[src/rtl/token_ring_injector_pkg.sv]
// Shared types for the token ring injector and the link stages that carry its tokens.
package token_ring_injector_pkg;

    localparam int unsigned DATA_W = 32;
    localparam int unsigned SUM_W  = 48;
    localparam int unsigned ERR_W  = 16;
    localparam int unsigned SEQ_W  = 16;
    localparam int unsigned TMO_W  = 21;

    typedef enum logic [1:0] {
        S_IDLE   = 2'd0,
        S_INJECT = 2'd1,
        S_WAIT   = 2'd2,
        S_DONE   = 2'd3
    } state_t;

    typedef struct packed {
        logic              wen;
        logic [DATA_W-1:0] token;
        logic [DATA_W-1:0] clk_cnt;
        logic [DATA_W-1:0] id;
    } tok_t;

    // Round-trip time from a timestamp; modular so it stays correct across counter wrap.
    function automatic logic [DATA_W-1:0] rtt_of(input logic [DATA_W-1:0] now,
                                                 input logic [DATA_W-1:0] stamp);
        return now - stamp;
    endfunction

endpackage

[src/rtl/token_ring_injector_if.sv]
// One hop of the token ring: a single token payload with its valid strobe.
interface token_ring_injector_if;
    import token_ring_injector_pkg::*;

    tok_t tok;

    modport master (output tok);
    modport slave  (input  tok);

endinterface

[src/rtl/rtt_stats.sv]
// Round-trip statistics: min/max, saturating sum and saturating error count.
module rtt_stats
    import token_ring_injector_pkg::*;
(
    input  logic              i_clk,
    input  logic              i_rstn,
    input  logic              clear,
    input  logic              upd,
    input  logic [DATA_W-1:0] rtt,
    input  logic [1:0]        err_add,
    output logic [DATA_W-1:0] rtt_min,
    output logic [DATA_W-1:0] rtt_max,
    output logic [SUM_W-1:0]  rtt_sum,
    output logic [ERR_W-1:0]  err_cnt
);

    localparam int unsigned SUM_XW = SUM_W + 1;
    localparam int unsigned ERR_XW = ERR_W + 1;

    logic [SUM_XW-1:0] sum_x_c;
    logic [ERR_XW-1:0] err_x_c;
    logic [SUM_W-1:0]  sum_sat_c;
    logic [ERR_W-1:0]  err_sat_c;

    // One extra bit of headroom detects overflow; clamp to all-ones instead of wrapping.
    always_comb begin
        sum_x_c   = {1'b0, rtt_sum} + SUM_XW'(rtt);
        err_x_c   = {1'b0, err_cnt} + ERR_XW'(err_add);
        sum_sat_c = sum_x_c[SUM_XW-1] ? '1 : sum_x_c[SUM_W-1:0];
        err_sat_c = err_x_c[ERR_XW-1] ? '1 : err_x_c[ERR_W-1:0];
    end

    // Accumulators; clear restores the empty-run values.
    always_ff @(posedge i_clk or negedge i_rstn) begin
        if (!i_rstn) begin
            rtt_min <= '1;
            rtt_max <= '0;
            rtt_sum <= '0;
            err_cnt <= '0;
        end else if (clear) begin
            rtt_min <= '1;
            rtt_max <= '0;
            rtt_sum <= '0;
            err_cnt <= '0;
        end else begin
            if (upd) begin
                if (rtt < rtt_min) rtt_min <= rtt;
                if (rtt > rtt_max) rtt_max <= rtt;
                rtt_sum <= sum_sat_c;
            end
            err_cnt <= err_sat_c;
        end
    end

endmodule

[src/rtl/token_ring_injector.sv]
// Injects numbered, timestamped tokens into a ring and measures their round-trip time.
module token_ring_injector
    import token_ring_injector_pkg::*;
#(
    parameter logic [31:0] ID       = 32'd0,
    parameter int unsigned N_TOKENS = 16,
    parameter int unsigned TIMEOUT  = 1024
) (
    input  logic                  i_clk,
    input  logic                  i_rstn,
    input  logic                  i_start,
    token_ring_injector_if.master o_link,
    token_ring_injector_if.slave  i_link,
    output logic                  o_busy,
    output logic                  o_done,
    output logic                  o_benchmark_event,
    output logic [DATA_W-1:0]     o_rtt_min,
    output logic [DATA_W-1:0]     o_rtt_max,
    output logic [SUM_W-1:0]      o_rtt_sum,
    output logic [ERR_W-1:0]      o_err_cnt
);

    localparam int unsigned SEQ_XW = SEQ_W + 1;

    state_t            state_q, state_d;
    logic [DATA_W-1:0] cnt_q;
    logic [SEQ_W-1:0]  seq_q, seq_d;
    logic [TMO_W-1:0]  tmo_q, tmo_d;
    tok_t              tx_q, tx_d, rx_c;
    logic              busy_q, busy_d, done_q, done_d, event_q, event_d;
    logic              match_c, mismatch_c, timeout_c, clear_c, last_c;
    logic [1:0]        err_add_c;
    logic [DATA_W-1:0] rtt_c;

    assign rx_c              = i_link.tok;
    assign o_link.tok        = tx_q;
    assign o_busy            = busy_q;
    assign o_done            = done_q;
    assign o_benchmark_event = event_q;
    assign rtt_c             = rtt_of(cnt_q, rx_c.clk_cnt);
    assign last_c            = (SEQ_XW'(seq_q) + SEQ_XW'(1)) == SEQ_XW'(N_TOKENS);

    // Free-running timestamp counter.
    always_ff @(posedge i_clk or negedge i_rstn) begin
        if (!i_rstn) cnt_q <= '0;
        else         cnt_q <= cnt_q + DATA_W'(1);
    end

    // FSM state and registered outputs.
    always_ff @(posedge i_clk or negedge i_rstn) begin
        if (!i_rstn) begin
            state_q <= S_IDLE;
            seq_q   <= '0;
            tmo_q   <= '0;
            tx_q    <= '0;
            busy_q  <= 1'b0;
            done_q  <= 1'b0;
            event_q <= 1'b0;
        end else begin
            state_q <= state_d;
            seq_q   <= seq_d;
            tmo_q   <= tmo_d;
            tx_q    <= tx_d;
            busy_q  <= busy_d;
            done_q  <= done_d;
            event_q <= event_d;
        end
    end

    // Next state; outputs are computed from the next state so o_wen lines up with INJECT.
    always_comb begin
        state_d    = state_q;
        seq_d      = seq_q;
        tmo_d      = tmo_q;
        tx_d       = tx_q;
        tx_d.wen   = 1'b0;
        clear_c    = 1'b0;
        match_c    = 1'b0;
        mismatch_c = 1'b0;
        timeout_c  = 1'b0;
        busy_d     = 1'b0;
        done_d     = 1'b0;
        event_d    = 1'b0;
        err_add_c  = 2'd0;

        unique case (state_q)
            S_IDLE, S_DONE: begin
                if (i_start) begin
                    clear_c = 1'b1;
                    seq_d   = '0;
                    state_d = S_INJECT;
                end
            end
            S_INJECT: begin
                tmo_d   = TMO_W'(TIMEOUT);
                state_d = S_WAIT;
            end
            S_WAIT: begin
                match_c    = rx_c.wen && (rx_c.id == ID) && (rx_c.token == DATA_W'(seq_q));
                mismatch_c = rx_c.wen && !match_c;
                timeout_c  = !match_c && (tmo_q == '0);
                if (match_c || timeout_c) begin
                    seq_d   = seq_q + SEQ_W'(1);
                    state_d = last_c ? S_DONE : S_INJECT;
                end else begin
                    tmo_d = tmo_q - TMO_W'(1);
                end
            end
            default: state_d = S_IDLE;
        endcase

        if (state_d == S_INJECT) begin
            tx_d.wen     = 1'b1;
            tx_d.token   = DATA_W'(seq_d);
            tx_d.clk_cnt = cnt_q + DATA_W'(1);
            tx_d.id      = ID;
        end

        busy_d    = (state_d == S_INJECT) || (state_d == S_WAIT);
        done_d    = (state_d == S_DONE);
        event_d   = done_d && (state_q != S_DONE);
        err_add_c = {1'b0, mismatch_c} + {1'b0, timeout_c};
    end

    rtt_stats u_rtt_stats (
        .i_clk   (i_clk),
        .i_rstn  (i_rstn),
        .clear   (clear_c),
        .upd     (match_c),
        .rtt     (rtt_c),
        .err_add (err_add_c),
        .rtt_min (o_rtt_min),
        .rtt_max (o_rtt_max),
        .rtt_sum (o_rtt_sum),
        .err_cnt (o_err_cnt)
    );

endmodule

[src/flat_wrapper.sv]
// flat-port wrapper written by rule: the top's interface ports become plain ports
module token_ring_injector_flat import token_ring_injector_pkg::*;
#(
    parameter logic [31:0] ID       = 32'd0,
    parameter int unsigned N_TOKENS = 16,
    parameter int unsigned TIMEOUT  = 1024
)
  (i_clk, i_rstn, i_start, o_busy, o_done, o_benchmark_event, o_rtt_min, o_rtt_max, o_rtt_sum, o_err_cnt, o_link_tok, i_link_tok);
  token_ring_injector_if o_link_i ();
  token_ring_injector_if i_link_i ();
  input  logic i_clk;
  input  logic i_rstn;
  input  logic i_start;
  output logic o_busy;
  output logic o_done;
  output logic o_benchmark_event;
  output logic [DATA_W-1:0] o_rtt_min;
  output logic [DATA_W-1:0] o_rtt_max;
  output logic [SUM_W-1:0] o_rtt_sum;
  output logic [ERR_W-1:0] o_err_cnt;
  output wire logic [$bits(o_link_i.tok)-1:0] o_link_tok;
  input wire logic [$bits(i_link_i.tok)-1:0] i_link_tok;
  assign o_link_tok = o_link_i.tok;
  assign i_link_i.tok = i_link_tok;
  token_ring_injector #(.ID(ID), .N_TOKENS(N_TOKENS), .TIMEOUT(TIMEOUT)) u_core (.i_clk(i_clk), .i_rstn(i_rstn), .i_start(i_start), .o_link(o_link_i), .i_link(i_link_i), .o_busy(o_busy), .o_done(o_done), .o_benchmark_event(o_benchmark_event), .o_rtt_min(o_rtt_min), .o_rtt_max(o_rtt_max), .o_rtt_sum(o_rtt_sum), .o_err_cnt(o_err_cnt));
endmodule
[config.mk]
export PLATFORM = sky130hd
export DESIGN_NAME = token_ring_injector_flat
export DESIGN_NICKNAME = d
export VERILOG_FILES = /design/src/rtl/token_ring_injector_pkg.sv /design/src/rtl/token_ring_injector_if.sv /design/src/rtl/rtt_stats.sv /design/src/rtl/token_ring_injector.sv /design/src/flat_wrapper.sv
export SDC_FILE = /design/constraint.sdc
export NUM_CORES = 1
export LEC_CHECK = 0
export ABC_AREA = 1
export BUFFER_PORTS_ARGS = -buffer_cell sky130_fd_sc_hd__buf_2
export CORE_MARGIN = 2
export CORE_UTILIZATION = 38
export CTS_CLUSTER_SIZE = 14
export DETAILED_ROUTE_END_ITERATION = 7
export PLACE_DENSITY = 0.68
export REMOVE_ABC_BUFFERS = 1
export SLEW_MARGIN = 20
export SYNTH_ARGS = -nofsm -noshare
export SYNTH_HDL_FRONTEND = slang
export SYNTH_SLANG_ARGS = --single-unit
[constraint.sdc]
create_clock -name i_clk -period 3.25 [get_ports i_clk]
set_input_delay 0.65 -clock i_clk [delete_from_list [all_inputs] [get_ports i_clk]]
set_output_delay 0.65 -clock i_clk [all_outputs]
set_load 0.05 [all_outputs]
Word level (Yosys, flattened, before mapping)
Index checks and enable logic that the tools add are counted.
{"block": "word_totals", "regBits": 251, "out_inout_bits": 228, "elab_cells": 79}
{"block": "classes", "addsub": 8, "order_cmp": 2, "n_eq_ne": 10, "muxes": 26, "reduce_logical": 19}
{"op": "$mux 32", "n": 6}
{"op": "$mux 48", "n": 3}
{"op": "$mux 97", "n": 1}
{"op": "$mux 16", "n": 4}
{"op": "$add 48x32->49", "n": 1}
{"op": "$pmux 21 s2", "n": 1}
{"op": "$add 32x1->32 const B", "n": 1}
{"op": "$eq 32x16->1", "n": 1}
{"op": "$gt 32x32->1", "n": 1}
{"op": "$logic_not 32->1", "n": 1}
{"op": "$lt 32x32->1", "n": 1}
{"op": "$pmux 16 s2", "n": 1}
{"op": "$sub 32x32->32", "n": 1}
{"op": "$logic_not 21->1", "n": 1}
{"op": "$mux 21", "n": 1}
{"op": "$sub 21x1->21 const B", "n": 1}
{"op": "$add 16x1->17 const B", "n": 1}
{"op": "$add 16x2->17", "n": 1}
{"op": "$eq 17x5->1 const B", "n": 1}
{"op": "$add 16x1->16 const B", "n": 1}
{"op": "$eq 2x2->1 const B", "n": 4}
{"op": "$reduce_bool 2->1", "n": 4}
{"op": "$mux 2", "n": 3}
{"op": "$pmux 2 s3", "n": 1}
{"op": "10 further kinds", "n": 23}

Depth between registers and ports, before layout
{"block": "depth", "depth_word": 10, "ltp_mapped": 29, "mapped_depth_nobuf": 29}

By module
From an unflattened synthesis, not the netlist that was laid out.
{"block": "unflattened", "hier_cells": 2937, "hier_area_um2": 19996.7}
{"module": "rtt_stats", "n_inst": 1, "cells_per_inst": 1660, "area_per_inst_um2": 10986.8}
{"module": "token_ring_injector", "n_inst": 1, "cells_per_inst": 1277, "area_per_inst_um2": 9009.9}

Least setup slack after synthesis
No wires, ideal clock.
{"block": "synth_path", "path_kind": "in2reg", "from": "input port i_link_tok[32]", "to": "register u_core.u_rtt_stats.rtt_sum[36]", "setup_time_ns": 0.066, "t_arrival_ns": 3.575, "t_required_ns": 3.184, "path_slack_ns": -0.392, "cell_stages": 27, "n_path_buf": 1, "path_cell_list": "ha_1 inv_1 fa_1 nand3_1 nand2_1 nand3_1 nand2_1 nand3_1 nand2_1 nand2_1 nand2_1 nand2_1 nand2_1 ha_1 nand2_1 inv_1 nand2_1 nor2_1 inv_1 nor3_1 nand2_1 nand2_1 nand2_1 buf_6 nand3_1 nand2_1 nand2_1"}
{"block": "synth_between", "elab_chain_cells": 5}
{"item": "start: declaration", "line_no": "flat_wrapper.sv:22", "source": "input wire logic [$bits(i_link_i.tok)-1:0] i_link_tok;"}
{"item": "$sub 32x32->32", "line_no": "token_ring_injector_pkg.sv:27", "source": "return now - stamp;"}
{"item": "$add 48x32->49", "line_no": "rtt_stats.sv:27", "source": "sum_x_c = {1'b0, rtt_sum} + SUM_XW'(rtt);"}
{"item": "$mux 48", "line_no": "rtt_stats.sv:29", "source": "sum_sat_c = sum_x_c[SUM_XW-1] ? '1 : sum_x_c[SUM_W-1:0];"}
{"item": "$mux 48", "line_no": "rtt_stats.sv:46", "source": "if (upd) begin"}
{"item": "$mux 48", "line_no": "rtt_stats.sv:40", "source": "end else if (clear) begin"}
{"item": "end signal: assignment", "line_no": "rtt_stats.sv:49", "source": "rtt_sum <= sum_sat_c;"}
{"item": "end: declaration", "line_no": "rtt_stats.sv:13", "source": "output logic [SUM_W-1:0] rtt_sum,"}
Every way passes these cells. The select of a mux whose other input is x is not followed.
A chain may end at the register's enable or synchronous reset.

Worst setup path after layout
{"block": "layout_path", "from": "register u_core.cnt_q[18]", "to": "register u_core.u_rtt_stats.rtt_sum[37]"}
{"block": "layout_between", "elab_chain_cells": 5}
{"item": "start: declaration", "line_no": "token_ring_injector.sv:26", "source": "logic [DATA_W-1:0] cnt_q;"}
{"item": "start signal: assignment", "line_no": "token_ring_injector.sv:46", "source": "else cnt_q <= cnt_q + DATA_W'(1);"}
{"item": "$sub 32x32->32", "line_no": "token_ring_injector_pkg.sv:27"}
{"item": "$add 48x32->49", "line_no": "rtt_stats.sv:27"}
{"item": "$mux 48", "line_no": "rtt_stats.sv:29"}
{"item": "$mux 48", "line_no": "rtt_stats.sv:46"}
{"item": "$mux 48", "line_no": "rtt_stats.sv:40"}
Every way passes these cells. The select of a mux whose other input is x is not followed.

==> out/results.ini <==
[run_status]
status = complete, but fails checks
violations = negative setup slack

[worst_setup_path]
critPathMaxStageDelay_ns = 0.39
slowest_stage = dfrtp_1
crit_chain = ha_1 > buf_4 > nand2_2 > o21ai_0 > a21oi_1 > buf_4 > nand3_2 > or2_4 > nand2_4 > inv_4 > ha_4 > buf_6 > a21o_1 > nor2_2 > nand2_1 > nand3b_1 > nand2_2 > nand2_1 > nand2_1 > nand3_1 > nand2_1 > nand2_1
crit_buf_inv = 4
crit_path_end_kind = flop
worst-path-max-fanout = 4
crit_family = simple AND/OR/NAND/NOR gates
start_kind = flop
path_common_cell = nand2_1
critical_path_required_ns = 3.68
path_class = reg -> reg
arrival_ns = 4.07

[cells_and_area]
drive_gt1_frac = 0.306
fin_nets = 3823
areaGrowthSynthToFinish_pct = 38.9
fillCellCount = 4948
num_antenna_cells = 0
stdcell_count = 4283

[die]
die_w_um = 232
ios = 328
row_count = 83
start_util = 0.384
dieArea_um2 = 53600
core_um2 = 51200
die_h_um = 232

[placement]
gp_congestion = 0.969
dp.cells = 4190
dp_hpwl_mm = 52.4
pre_cts_ws_ns = -1.15
port_buffers = 279

[global_routing]
antenna_found_initial = 0
overflow = 0
grt_pass1_wl_mm = 106
grt_usage = 0.248
grt_max_degree = 87
grt_pass1_vias = 20300

[pwr]
share_comb_of_total_power = 0.160
power.internal_mw = 6.10
leakagePower_nw = 15.0
fin_total_pwr_mw = 8.53
power_density_nw_per_um2 = 312
p_seq_frac = 0.378
clock_power_share = 0.462
switching_share = 0.285
ir_drop_v = 0.000259
p_switching_mw = 2.43

[sta]
worst_pin_slew_ns = 0.756
slew_headroom = 0.496
period_minus_slack_ns = 3.63
drv_slew = 0
min_period_over_period = 1.12
finalClockSkew_ns = 0.0256
hold_violations = 0
setup-violations-final = 112
hold_slack_ns = 0.139
setup_ws_ns = -0.382
rsz0062_at_grt = yes
fmax_mhz = 275

[clocking]
cts.sinks = 251
htreeDepth = 2
cts_tree = done
cts-root-buf = clkbuf_16
clockBufferDepth = 3
cts_hold_buf = 0
numCtsBuffers = 34
clk_latency_ns = 0.54
clk_pin_slew_worst_paths_ns = 0.06

[hold_path]
hold_class = in -> async

[detailed_routing]
drt_iter0_markers = 1257
routed_wl_mm = 67.4
drtAntennaViolNets = 0
firstDrtPassIters = 6
vias = 20900
drc = 0
viasPerCell = 4.87
routedWlPerCell_um = 15.7

[job]
maxCapViolations = 0

[synth]
ys_seq_area_frac = 0.321
synth_area_um2 = 19700
synth.distinct_cells = 47
synth-seq-cells = 251
yosysWarnings = 0
syn_area_per_cell_um2 = 6.69
syn-instance-count = 2939

## synthesized netlist by cell type (all sizes together)
master,n,area share
nand2,1012,0.19
inv,402,0.077
nor2,278,0.054
nand3,232,0.061
dfrtp,219,0.28
ha,142,0.090
a21oi,124,0.032
o21ai,114,0.029
xor2,79,0.035
buf,78,0.030
nand4,44,0.014
nor3,34,0.0095
dfstp,32,0.043
clkbuf,28,0.0053
xnor2,28,0.012
nor4,15,0.0048
nand3b,11,0.0042
o21a,10,0.0039
o21bai,10,0.0038
or2,10,0.0032
a21o,9,0.0034
o31ai,8,0.0031
and2,5,0.0016
clkinv,3,0.00057
fa,3,0.0031
a211oi,2,0.00076
a31oi,2,0.00064
a22oi,1,0.00038
and3,1,0.00032
conb,1,0.00019
nor3b,1,0.00038
o211ai,1,0.00038
## metal layers
| metal | track usage | vias up | part of all wire |
|---|---|---|---|
| met5 | 0 | - | 0 |
| met3 | 0.0372 | 119 | 0.053 |
| met4 | 0.0847 | 0 | 0.034 |
| li1 | - | 10500 | - |
| met1 | 0.340 | 9705 | 0.45 |
| met2 | 0.399 | 543 | 0.46 |
## flip-flops by register name, indices dropped and copies added (netlist names), 16 cells and up
register                    flops
u_core.o_link.tok              49
u_core.u_rtt_stats.rtt_sum     48
u_core.cnt_q                   32
u_core.u_rtt_stats.rtt_max     32
u_core.u_rtt_stats.rtt_min     32
u_core.tmo_q                   21
u_core.seq_q                   16
u_core.u_rtt_stats.err_cnt     16
## cell families (layout without fill, tap and decap cells)
logic type                 Yosys count  after routing  synth area share
and+or+nand+nor                   1643           1643             0.348
buffers and inverters              511           1128             0.112
AOI/OAI and AO/OA                  281            281            0.0771
DFF                                251            251             0.321
adders and majority gates          145            145            0.0934
xor gates and xnor gates           107            107            0.0476
other                                1             48          0.000191
## area by class of cell
class	count	area [um2]	share of cell area
multi-input combinational	2224	12900	0.473
sequential	251	6320	0.231
timing repair buffer	662	4530	0.166
inverter	405	1530	0.0559
clock buffer	46	1010	0.0370
tap	680	851	0.0311
clock inverter	15	168	0.00614
## path summary, 6_finish.rpt
check | endpoint | startpoint | cells past startpoint | slack, ns
setup / recovery | u_core.u_rtt_stats.rtt_sum[37]$_DFFE_PN0P_ | u_core.cnt_q[18]$_DFF_PN0_ | 22 | -0.38
hold / removal | u_core.u_rtt_stats.err_cnt[12]$_DFF_PN0_ | i_rstn | 1 | 0.14
setup reg to reg | u_core.u_rtt_stats.rtt_sum[37]$_DFFE_PN0P_ | u_core.cnt_q[18]$_DFF_PN0_ | 22 | -0.38
hold reg to reg | u_core.u_rtt_stats.rtt_min[7]$_DFFE_PN1P_ | u_core.u_rtt_stats.rtt_min[7]$_DFFE_PN1P_ | 2 | 0.47
max in group asynchronous | u_core.cnt_q[17]$_DFF_PN0_ | i_rstn | 2 | 2.29
min in group i_clk | u_core.u_rtt_stats.rtt_min[7]$_DFFE_PN1P_ | u_core.u_rtt_stats.rtt_min[7]$_DFFE_PN1P_ | 2 | 0.47
## cell usage in the layout, fill, tap and decap left out, types with 74 or more instances in the layout
| cell type | count |
|---|---|
| xor2_1 | 74 |
| nand3_1 | 191 |
| buf_2 | 278 |
| ha_1 | 99 |
| dfrtp_1 | 219 |
| a21oi_1 | 82 |
| inv_1 | 372 |
| nor2_1 | 222 |
| nand2_1 | 924 |
| buf_4 | 348 |
## repair_timing
action,CTS,global route
cloned,2,1
resized for setup,297,132
endpoints found under the setup margin,112,128
pin swaps,78,35
buffers inserted,22,8
hold endpoints to repair,0,0
## power by group through the flow
stage / sequential, mW / combinational, mW / clock [mW]
after floorplan: 3.41 / 0.567 / 0
after global placement: 3.28 / 1.21 / 0
after detailed placement: 3.28 / 1.22 / 0
after CTS: 3.22 / 1.31 / 4.04
after global routing: 3.23 / 1.49 / 4.18
final: 3.22 / 1.36 / 3.95
## per-stage QoR
stage          utilization  TNS, ns  instance area, um2
4_1_cts              0.522   -28.70               26700
3_5_place_dp         0.472  -102.02               24200
5_1_grt              0.534   -56.12               27300
3_3_place_gp         0.472   -99.38               24200
6_report             0.534   -32.75               27300
2_1_floorplan            -  -125.76               19200
Power figures use the tool's default switching activity.
